## config.mk

```make
export PLATFORM = sky130hd
export DESIGN_NAME = cpx_mult_sched
export DESIGN_NICKNAME = d
export VERILOG_FILES = /design/src/rtl/cpx_mult_sched_pkg.sv /design/src/rtl/cpx_mult_sched_rr_arbiter.sv /design/src/rtl/cpx_mult_sched.sv
export SDC_FILE = /design/constraint.sdc
export NUM_CORES = 1
export LEC_CHECK = 0
export CAP_MARGIN = 30
export CORE_AREA = 4 4 134 136
export DETAILED_ROUTE_END_ITERATION = 8
export DIE_AREA = 0 0 138 140
export GPL_TIMING_DRIVEN = 0
export PLACE_DENSITY = 0.62
export SYNTH_ARGS = -nofsm -noshare
export SYNTH_HDL_FRONTEND = slang
export SYNTH_SLANG_ARGS = --single-unit
```

## constraint.sdc

```tcl
create_clock -name clk -period 2.6 [get_ports clk]
set_input_delay 0.39 -clock clk [delete_from_list [all_inputs] [get_ports clk]]
set_output_delay 0.39 -clock clk [all_outputs]
set_load 0.005 [all_outputs]
```

## src/rtl/cpx_mult_sched_pkg.sv

```systemverilog
// cpx_mult_sched_pkg: shared types, default widths and helpers for the complex-multiplier scheduler
// Contents: state_e (FLUSH, RUN, DRAIN, IDLE), default parameter values, clog2 (never below 1).
package cpx_mult_sched_pkg;
  localparam int N_REQ_DEF = 4;
  localparam int X_BITS_DEF = 12;
  localparam int Y_BITS_DEF = 12;
  localparam int OUT_BITS_DEF = 24;
  localparam int MULT_LAT_DEF = 5;
  typedef enum logic [1:0] {FLUSH, RUN, DRAIN, IDLE} state_e;
  function automatic int clog2(input int n);
    int r;
    r = 0;
    while ((1 << r) < n) r++;
    return (r < 1) ? 1 : r;
  endfunction
endpackage

```

## src/rtl/cpx_mult_sched_rr_arbiter.sv

```systemverilog
// rr_arbiter: combinational round-robin grant over N requesters starting at a pointer
// Ports: req (request vector), ptr (highest-priority index), gnt (one-hot or zero),
//        idx (granted index, 0 when none), any (at least one request present).
module rr_arbiter
  import cpx_mult_sched_pkg::*;
#(
  parameter int N = N_REQ_DEF,
  parameter int W = clog2(N)
) (
  input  logic [N-1:0] req,
  input  logic [W-1:0] ptr,
  output logic [N-1:0] gnt,
  output logic [W-1:0] idx,
  output logic         any
);
  always_comb begin
    idx = '0;
    any = |req;
    // Walk offsets from farthest to nearest so the nearest request to ptr wins.
    for (int i = N - 1; i >= 0; i--)
      if (req[(int'(ptr) + i) % N]) idx = W'((int'(ptr) + i) % N);
    gnt = any ? (N'(1) << idx) : '0;
  end
endmodule

```

## src/rtl/cpx_mult_sched.sv

```systemverilog
// cpx_mult_sched: round-robin scheduler sharing one fixed-latency complex multiplier among N_REQ requesters
// Ports: clk, rst_n (sync, active-low), enable; per-requester req_valid/req_ready and packed
//        operands req_xi/xq/yi/yq; multiplier side mult_tready, mult_x/y_tvalid, mult_xi/xq/yi/yq,
//        mult_i/mult_q; tagged result stream res_valid/res_tag/res_i/res_q; busy.
// Option: define CPX_MULT_SCHED_STATS_EN to add 32-bit stat_grants and stat_idle counters.
module cpx_mult_sched
  import cpx_mult_sched_pkg::*;
#(
  parameter int N_REQ    = N_REQ_DEF,
  parameter int X_BITS   = X_BITS_DEF,
  parameter int Y_BITS   = Y_BITS_DEF,
  parameter int OUT_BITS = OUT_BITS_DEF,
  parameter int MULT_LAT = MULT_LAT_DEF,
  parameter int TAG_W    = clog2(N_REQ)
) (
  input  logic                       clk,
  input  logic                       rst_n,
  input  logic                       enable,
  input  logic [N_REQ-1:0]           req_valid,
  output logic [N_REQ-1:0]           req_ready,
  input  logic [N_REQ*X_BITS-1:0]    req_xi,
  input  logic [N_REQ*X_BITS-1:0]    req_xq,
  input  logic [N_REQ*Y_BITS-1:0]    req_yi,
  input  logic [N_REQ*Y_BITS-1:0]    req_yq,
  output logic                       mult_tready,
  output logic                       mult_x_tvalid,
  output logic                       mult_y_tvalid,
  output logic signed [X_BITS-1:0]   mult_xi,
  output logic signed [X_BITS-1:0]   mult_xq,
  output logic signed [Y_BITS-1:0]   mult_yi,
  output logic signed [Y_BITS-1:0]   mult_yq,
  input  logic signed [OUT_BITS-1:0] mult_i,
  input  logic signed [OUT_BITS-1:0] mult_q,
  output logic                       res_valid,
  output logic [TAG_W-1:0]           res_tag,
  output logic signed [OUT_BITS-1:0] res_i,
  output logic signed [OUT_BITS-1:0] res_q,
  output logic                       busy
`ifdef CPX_MULT_SCHED_STATS_EN
  ,
  output logic [31:0]                stat_grants,
  output logic [31:0]                stat_idle
`endif
);
  state_e state_q, state_d;
  logic [7:0] fcnt_q, fcnt_d;
  logic [TAG_W-1:0] rr_q, rr_d;
  logic [MULT_LAT-1:0] tv_q, tv_d;
  logic [MULT_LAT-1:0][TAG_W-1:0] tt_q, tt_d;
  logic [N_REQ-1:0] arb_gnt;
  logic [TAG_W-1:0] arb_idx;
  logic arb_any, act, grant;
  rr_arbiter #(.N(N_REQ), .W(TAG_W)) u_arb (
    .req(req_valid),
    .ptr(rr_q),
    .gnt(arb_gnt),
    .idx(arb_idx),
    .any(arb_any)
  );
  always_comb begin
    // The multiplier only advances on valid&tready, so holding it still during reset and IDLE
    // keeps its pipeline aligned with the tag line.
    act = rst_n && state_q != IDLE;
    grant = state_q == RUN && enable && arb_any;
    req_ready = grant ? arb_gnt : '0;
    mult_tready = act;
    mult_x_tvalid = act;
    mult_y_tvalid = act;
    mult_xi = grant ? req_xi[arb_idx*X_BITS +: X_BITS] : '0;
    mult_xq = grant ? req_xq[arb_idx*X_BITS +: X_BITS] : '0;
    mult_yi = grant ? req_yi[arb_idx*Y_BITS +: Y_BITS] : '0;
    mult_yq = grant ? req_yq[arb_idx*Y_BITS +: Y_BITS] : '0;
    res_valid = tv_q[MULT_LAT-1];
    res_tag = res_valid ? tt_q[MULT_LAT-1] : '0;
    res_i = mult_i;
    res_q = mult_q;
    busy = state_q != IDLE || |tv_q;
    rr_d = grant ? (arb_idx == TAG_W'(N_REQ - 1) ? '0 : arb_idx + TAG_W'(1)) : rr_q;
    tv_d = act ? {tv_q[MULT_LAT-2:0], grant} : tv_q;
    tt_d = act ? {tt_q[MULT_LAT-2:0], arb_idx} : tt_q;
    fcnt_d = (state_q == FLUSH && fcnt_q != 8'(MULT_LAT - 1)) ? fcnt_q + 8'd1 : '0;
    state_d = state_q;
    case (state_q)
      FLUSH: if (fcnt_q == 8'(MULT_LAT - 1)) state_d = enable ? RUN : IDLE;
      RUN:   if (!enable) state_d = DRAIN;
      DRAIN: if (!(|tv_q)) state_d = IDLE;
      IDLE:  if (enable) state_d = RUN;
      default: state_d = FLUSH;
    endcase
  end
  always_ff @(posedge clk) begin
    if (!rst_n) begin
      state_q <= FLUSH;
      fcnt_q <= '0;
      rr_q <= '0;
      tv_q <= '0;
      tt_q <= '0;
    end else begin
      state_q <= state_d;
      fcnt_q <= fcnt_d;
      rr_q <= rr_d;
      tv_q <= tv_d;
      tt_q <= tt_d;
    end
  end
`ifdef CPX_MULT_SCHED_STATS_EN
  logic [31:0] stat_grants_q, stat_grants_d, stat_idle_q, stat_idle_d;
  always_comb begin
    stat_grants_d = stat_grants_q + 32'(grant);
    stat_idle_d = stat_idle_q + 32'(state_q == RUN && !grant);
  end
  always_ff @(posedge clk) begin
    if (!rst_n) begin
      stat_grants_q <= '0;
      stat_idle_q <= '0;
    end else begin
      stat_grants_q <= stat_grants_d;
      stat_idle_q <= stat_idle_d;
    end
  end
  assign stat_grants = stat_grants_q;
  assign stat_idle = stat_idle_q;
`endif
endmodule
```

==> metrics, run 1 <==
status complete, no violations; CTS sink cnt 27; layout cell share with drive strength beyond 1 19.5%; initial antenna violation count 0; GP Congestion 0.773; routed len/inst 16.7 µm; sw power 813 µW; CP cell instances dlygate4sd2_1 > a21o_1 > a21oi_2 > o22a_2 > buf_4 > mux2i_4 > o22ai_1 > dlygate4sd2_1; Port Buffers 305; WP data arrival 2.14 ns; Tot GR Track Use 13.9%; DIE WIDTH 138 µm; Post-Synthesis Cell Area 0.00309 mm²; final core occ 40.8%; DRC 0; clock skew 0.00763 ns; DP HPWL 12,500 µm; fmax 0.396 GHz; total chip power 2.48 mW; top cell family by delay on the critical path buffers and inverters; Comb pwr share 65.2%; Slew Limit Fails 0; ANT nets after route 0; largest net degree at the start of global routing 17; H-Tree Depth 1; register area 543 µm²; period utilisation layout 97.2%; GR met3 Demand/Resource 3.31%; unrepaired setup endpoints after global routing yes; Crit Path Category in2out; register share of total power 20.4%; Clock Power Share 14.4%; placement-stage cell area 0.00643 mm²; diode count 0; commonest non-fill, non-tap cell in the layout clkdlybuf4s50_1; CP peak stage delay 0.31 ns; internal cell power 1.67 mW; most frequent cells in the layout clkdlybuf4s50_1, mux2i_1, buf_4; gr ovfl total 0; Critical Path End Type output pin; number of synthesized register bits 27; largest area contributor in the netlist mux2i_1; post-layout min period 2.53 ns; Area Overhead vs Synth 123%; post-layout net count 940; Gate Count Post-Synth 357; Final TNS setup 0 ns; CP Buf/Inv Count 3; Slew @ Worst Pin 0.627 ns; initial DRC count 80; drt first pass iters 4; fill count 1,762; P_leak 2.92 nW; final instance area 0.00691 mm²; # Max-Cap Violations 0; area of the die 0.0193 mm²; TritonCTS clock tree yes; Final setup viols 0; area taken by multi-input logic gates 0.00204 mm²; CTS clk-pin slew, worst paths 0.07 ns; worst skew pair latency 0.27 ns; drt total wl 15,100 µm; # IOs 354; Critical Path RT 2.21 ns; Clock Tree Buf Depth 2; Most common cell on crit path dlygate4sd2_1; die height 140 µm; synth top area cells mux2i_1, dfxtp_1, buf_4, o22ai_1, buf_6; met1 Usage GRT 17.2%; reg2reg setup slack 0.66 ns; CP max-delay cell mux2i_4; final number of hold-violating endpoints 0; Yosys top cell area share 36.3%; first-pass GRT wire length 21,600 µm; hold crit path type reg2reg; Vias/cell 4.15; global routing usage on met2 25.1%; post-synthesis area per instance 8.66 µm²; synthesized net count 613; Syn. warnings 0; clock tree root driver cell clkbuf_16; crit start category input port; vias 3,770; Initial Util 18.3%; cts bufs inserted 3; Switching Share 32.8%; core area 0.0169 mm²; Max FO, Critical Path 10; vias in the first global route 3,792; Hold-fix buffers, CTS 0; row cnt 48; global route hottest layer met2; distinct cell type count after synthesis 35; VDD IR-drop max 0.199 mV; Seq/Total Area, Yosys 17.5%; PwrDens 359 mW/mm²; max-slew headroom at the worst pin 58.2%
[area by class of cell]
| class | count | share of cell area, % |
|---|---|---|
| inverters | 11 | 0.616 |
| clock inverters | 1 | 0.109 |
| multi-input cells | 243 | 29.6 |
| repair buffers | 328 | 47.1 |
| plain buffers | 70 | 9.64 |
| flip-flops and latches | 27 | 7.86 |
| clock buffers | 3 | 1.09 |
| well taps | 225 | 4.08 |
[worst paths after layout]
kind	depth (start not counted)	to	startpoint
hold / removal	2	tt_q[0]	tt_q[0]
setup / recovery	8	mult_xi[4]	req_valid[0]
setup reg to reg	6	state_q[1]	state_q[1]
hold reg to reg	2	tt_q[0]	tt_q[0]
[per-layer routing]
layer,share of wire (%),up-vias
met5,0,-
li1,-,1896
met2,51,146
met1,42,1721
met4,0.50,0
met3,6.4,7
[cells by family after synthesis]
group	after synthesis	share of synthesized area, %
compound gates	63	13.3
simple gates	53	7.89
xor+xnor	6	1.70
buf+inv	87	19.7
flops	27	17.5
mux	112	36.3
fa+ha+maj	9	3.64
[worst reg2reg max path, delay by kind of cell (launching register included)]
family                     cells  cell delay (ns)
and+or+nand+nor                1             0.10
buffers and inverters          2             0.59
AOI/OAI and AO/OA              2             0.62
DFF                            1             0.38
adders and majority gates      1             0.16
[stage by stage]
stage	cells	hold WS, ns	worst slack, ns
after CTS	907	0.463	0.00449
after global placement	887	0.446	-0.725
final	908	0.464	0.0729
after detailed placement	887	0.449	-0.699
after global routing	908	0.493	-0.0199
after floorplan	357	0.431	0.663
[power groups by stage]
stage | Combinational [mW] | Clock [mW] | Sequential, mW
detailed placement | 1.45 | 0 | 0.511
global placement | 1.44 | 0 | 0.510
global route | 1.74 | 0.387 | 0.514
floorplan | 0.727 | 0 | 0.500
finish | 1.62 | 0.358 | 0.505
CTS | 1.58 | 0.369 | 0.504
[what timing repair did]
item | in CTS | in global routing
pin swaps | 4 | 4
buffers inserted | 18 | 2
endpoints found under the setup margin | 56 | 39
cloned | 2 | 2
resized for setup | 137 | 25
[cell usage after synthesis (all sizes together)]
cell / number
a21o: 1
a211oi: 1
and2: 3
o31ai: 1
clkinv: 1
xnor2: 2
xor2: 4
nand4bb: 1
inv: 10
o2111ai: 1
nand2b: 2
a21oi: 4
nand3: 5
and3: 3
mux2i: 112
o22a: 1
a211o: 1
o41ai: 1
a31oi: 1
nor2b: 1
buf: 67
nor2: 29
nand2: 6
o22ai: 49
dfxtp: 27
nor3: 1
o21ai: 1
a21bo: 1
or2: 2
ha: 9
clkbuf: 9
[registers in the layout, summed over array words and instances, names as in the netlist]
| name | cells |
|---|---|
| fcnt_q | 8 |
| tt_q | 10 |
| rr_q | 2 |
| tv_q | 5 |
| state_q | 2 |
No activity file was read; power rests on OpenSTA's default activity.
==> run 2: changes to the inputs <==
- PLACE_DENSITY: 0.62 -> 0.68
- SETUP_SLACK_MARGIN: default -> 0.2
==> run 2 against run 1 <==
- die area unchanged
- global-route usage increased by 1.3 points
- largest power group unchanged
- worst hold slack worse by 0.0047 ns
- sequential share of layout area fell by 0.42 points
- total power up 9.9%
- cell count grew 3.0%
- flip-flop and latch count is the same
- first-iteration DRC count increased by 16%
- critical path depth rose by 1
- non-clock buffer count increased by 25
==> metrics, run 2 (synthesized netlist as in run 1, its figures left out) <==
status complete, no violations (unchanged); first-pass GRT wire length 23,500 µm (was 21,600 µm); clock tree root driver cell clkbuf_16 (unchanged); Max FO, Critical Path 7 (was 10); routed len/inst 17.3 µm (was 16.7 µm); ANT nets after route 0 (unchanged); final setup margin 0.186 ns (was 0.0729 ns); clock skew 0.00504 ns (was 0.00763 ns); core area 0.0169 mm² (unchanged); initial antenna violation count 0 (unchanged); vias 3,881 (was 3,770); Hold-fix buffers, CTS 0 (unchanged); # IOs 354 (unchanged); CTS clk-pin slew, worst paths 0.07 ns (about the same); top cell family by delay on the critical path buffers and inverters (unchanged); layout cell share with drive strength beyond 1 31.6% (was 19.5%); CP peak stage delay 0.33 ns (was 0.31 ns); Slew Limit Fails 0 (unchanged); # Max-Cap Violations 0 (unchanged); Slew @ Worst Pin 0.414 ns (was 0.627 ns); fill count 1,686 (was 1,762); register area 544 µm² (was 543 µm²); CP max-delay cell dfxtp_2 (was mux2i_4); top layer used by detailed routing met4 (unchanged); CP cell instances nand2b_4 > nor2b_4 > o22a_4 > buf_12 > buf_16 > buf_12 > ha_1 > and2_1 > clkdlybuf4s15_1 (was dlygate4sd2_1 > a21o_1 > a21oi_2 > o22a_2 > buf_4 > mux2i_4 > o22ai_1 > dlygate4sd2_1); Comb pwr share 68.6% (was 65.2%); VDD IR-drop max 0.353 mV (was 0.199 mV); PwrDens 372 mW/mm² (was 359 mW/mm²); post-layout min period 2.41 ns (was 2.53 ns); Critical Path End Type output pin (unchanged); Clock Power Share 13.0% (was 14.4%); max-slew headroom at the worst pin 72.0% (was 58.2%); fmax 0.414 GHz (was 0.396 GHz); unrepaired setup endpoints after global routing yes (unchanged); largest net degree at the start of global routing 17 (unchanged); area taken by multi-input logic gates 0.00229 mm² (was 0.00204 mm²); die height 140 µm (unchanged); Area Overhead vs Synth 137% (was 123%); metal2 WL 8480 µm (was 7800 µm); sw power 905 µW (was 813 µW); Tot GR Track Use 15.1% (was 13.9%); Switching Share 33.2% (was 32.8%); Most common cell on crit path buf_12 (was dlygate4sd2_1); GP Congestion 0.769 (was 0.773); Crit Path Category reg2out (was in2out); Vias/cell 4.15 (about the same); gr ovfl total 0 (unchanged); most frequent cells in the layout clkdlybuf4s50_1, mux2i_1, buf_4 (unchanged); cts bufs inserted 3 (unchanged); TritonCTS clock tree yes (unchanged); max FFs per register 10 (unchanged); Metal-1 WL 6490 µm (was 6300 µm); commonest non-fill, non-tap cell in the layout clkdlybuf4s50_1 (unchanged); P_leak 3.01 nW (was 2.92 nW); Top reg by flops tt_q (unchanged); internal cell power 1.82 mW (was 1.67 mW); initial DRC count 93 (was 80); Clock Tree Buf Depth 2 (unchanged); area of the die 0.0193 mm² (unchanged); post-layout net count 965 (was 940); final number of hold-violating endpoints 0 (unchanged); DP HPWL 12,900 µm (was 12,500 µm); DRC 0 (unchanged); drt total wl 16,200 µm (was 15,100 µm); Hold Slack 0.460 ns (was 0.464 ns); worst skew pair latency 0.26 ns (was 0.27 ns); DIE WIDTH 138 µm (unchanged); Final TNS setup 0 ns (unchanged); CTS sink cnt 27 (unchanged); pre-CTS setup slack -0.703 ns (was -0.699 ns); row cnt 48 (unchanged); largest registers tt_q: 10 flops, fcnt_q: 8 flops, tv_q: 5 flops (unchanged); hold crit path type reg2reg (unchanged); Port Buffers 305 (unchanged); WP data arrival 2.02 ns (was 2.14 ns); H-Tree Depth 1 (unchanged); period utilisation layout 92.9% (was 97.2%); Final setup viols 0 (unchanged); Initial Util 18.3% (unchanged); register share of total power 18.4% (was 20.4%); CP Buf/Inv Count 4 (was 3); crit start category register (was input port); drt first pass iters 4 (unchanged); met3 wire length 1040 µm (was 970 µm); vias in the first global route 4,134 (was 3,792); Critical Path RT 2.21 ns (about the same)
## run 2: changes by cell type in the layout (fill, tap and decap cells not counted), sizes merged, moves of 2 or more
cell / delta
diode: +2
clkdlybuf4s15: -7
buf: +55
dlymetal6s2s: -3
dlygate4sd2: -29
clkbuf: +11
## run 2: path summary, 6_finish.rpt
kind / startpoint / endpoint / slack (ns) / depth (start not counted)
worst max register to register: rr_q[0] / rr_q[1] / 0.76 / 9
worst max-delay path: rr_q[0] / req_ready[3] / 0.19 / 9
worst min register to register: tt_q[0] / tt_q[0] / 0.46 / 2
worst min-delay path: tt_q[0] / tt_q[0] / 0.46 / 2
## run 2: metrics by stage
stage / area [µm²] / instances / util (%) / power, mW
detailed placement: 6430 / 887 / 37.9 / 1.97
floorplan: 3090 / 357 / - / 1.23
finish: 7320 / 935 / 43.2 / 2.72
CTS: 7010 / 919 / 41.4 / 2.58
global placement: 6430 / 887 / 37.9 / 1.96
global route: 7310 / 933 / 43.2 / 2.90
## run 2: power by group through the flow
stage / Clock (mW) / Sequential [mW] / Combinational [mW]
2_1_floorplan: 0 / 0.500 / 0.727
3_3_place_gp: 0 / 0.509 / 1.45
3_5_place_dp: 0 / 0.509 / 1.46
4_1_cts: 0.362 / 0.501 / 1.72
5_1_grt: 0.379 / 0.510 / 2.01
6_report: 0.354 / 0.502 / 1.87
## run 2: worst reg2reg max path, delay by kind of cell (launching register included)
kind                     cells  cell delay (ns)
AO/OA/AOI/OAI                1             0.25
adder cells (fa/ha/maj)      1             0.27
buffers and inverters        3             0.41
flip-flops                   1             0.33
multiplexers                 1             0.15
AND/OR/NAND/NOR              3             0.32
## run 2: what timing repair did
| action | 4_1_cts | 5_1_grt |
|---|---|---|
| pin swaps | 8 | 12 |
| gates cloned | 3 | 3 |
| setup endpoints to repair | 56 | 48 |
| resized for setup | 252 | 85 |
| setup buffers | 25 | 11 |
## run 2: final cells by class
cell class	instances	area share (%)
tap	225	3.85
clock inverter	1	0.103
buffer	76	10.5
inverter	11	0.581
multi-input combinational	243	31.3
sequential	27	7.44
timing repair buffer	347	45.2
clock buffer	3	1.03
antenna	2	0.0684
## run 2: per-layer routing
metal,up-vias,track usage (%)
li1,1949,-
met1,1770,18.4
met2,150,27.7
met3,12,2.90
met4,0,3.33
met5,-,0
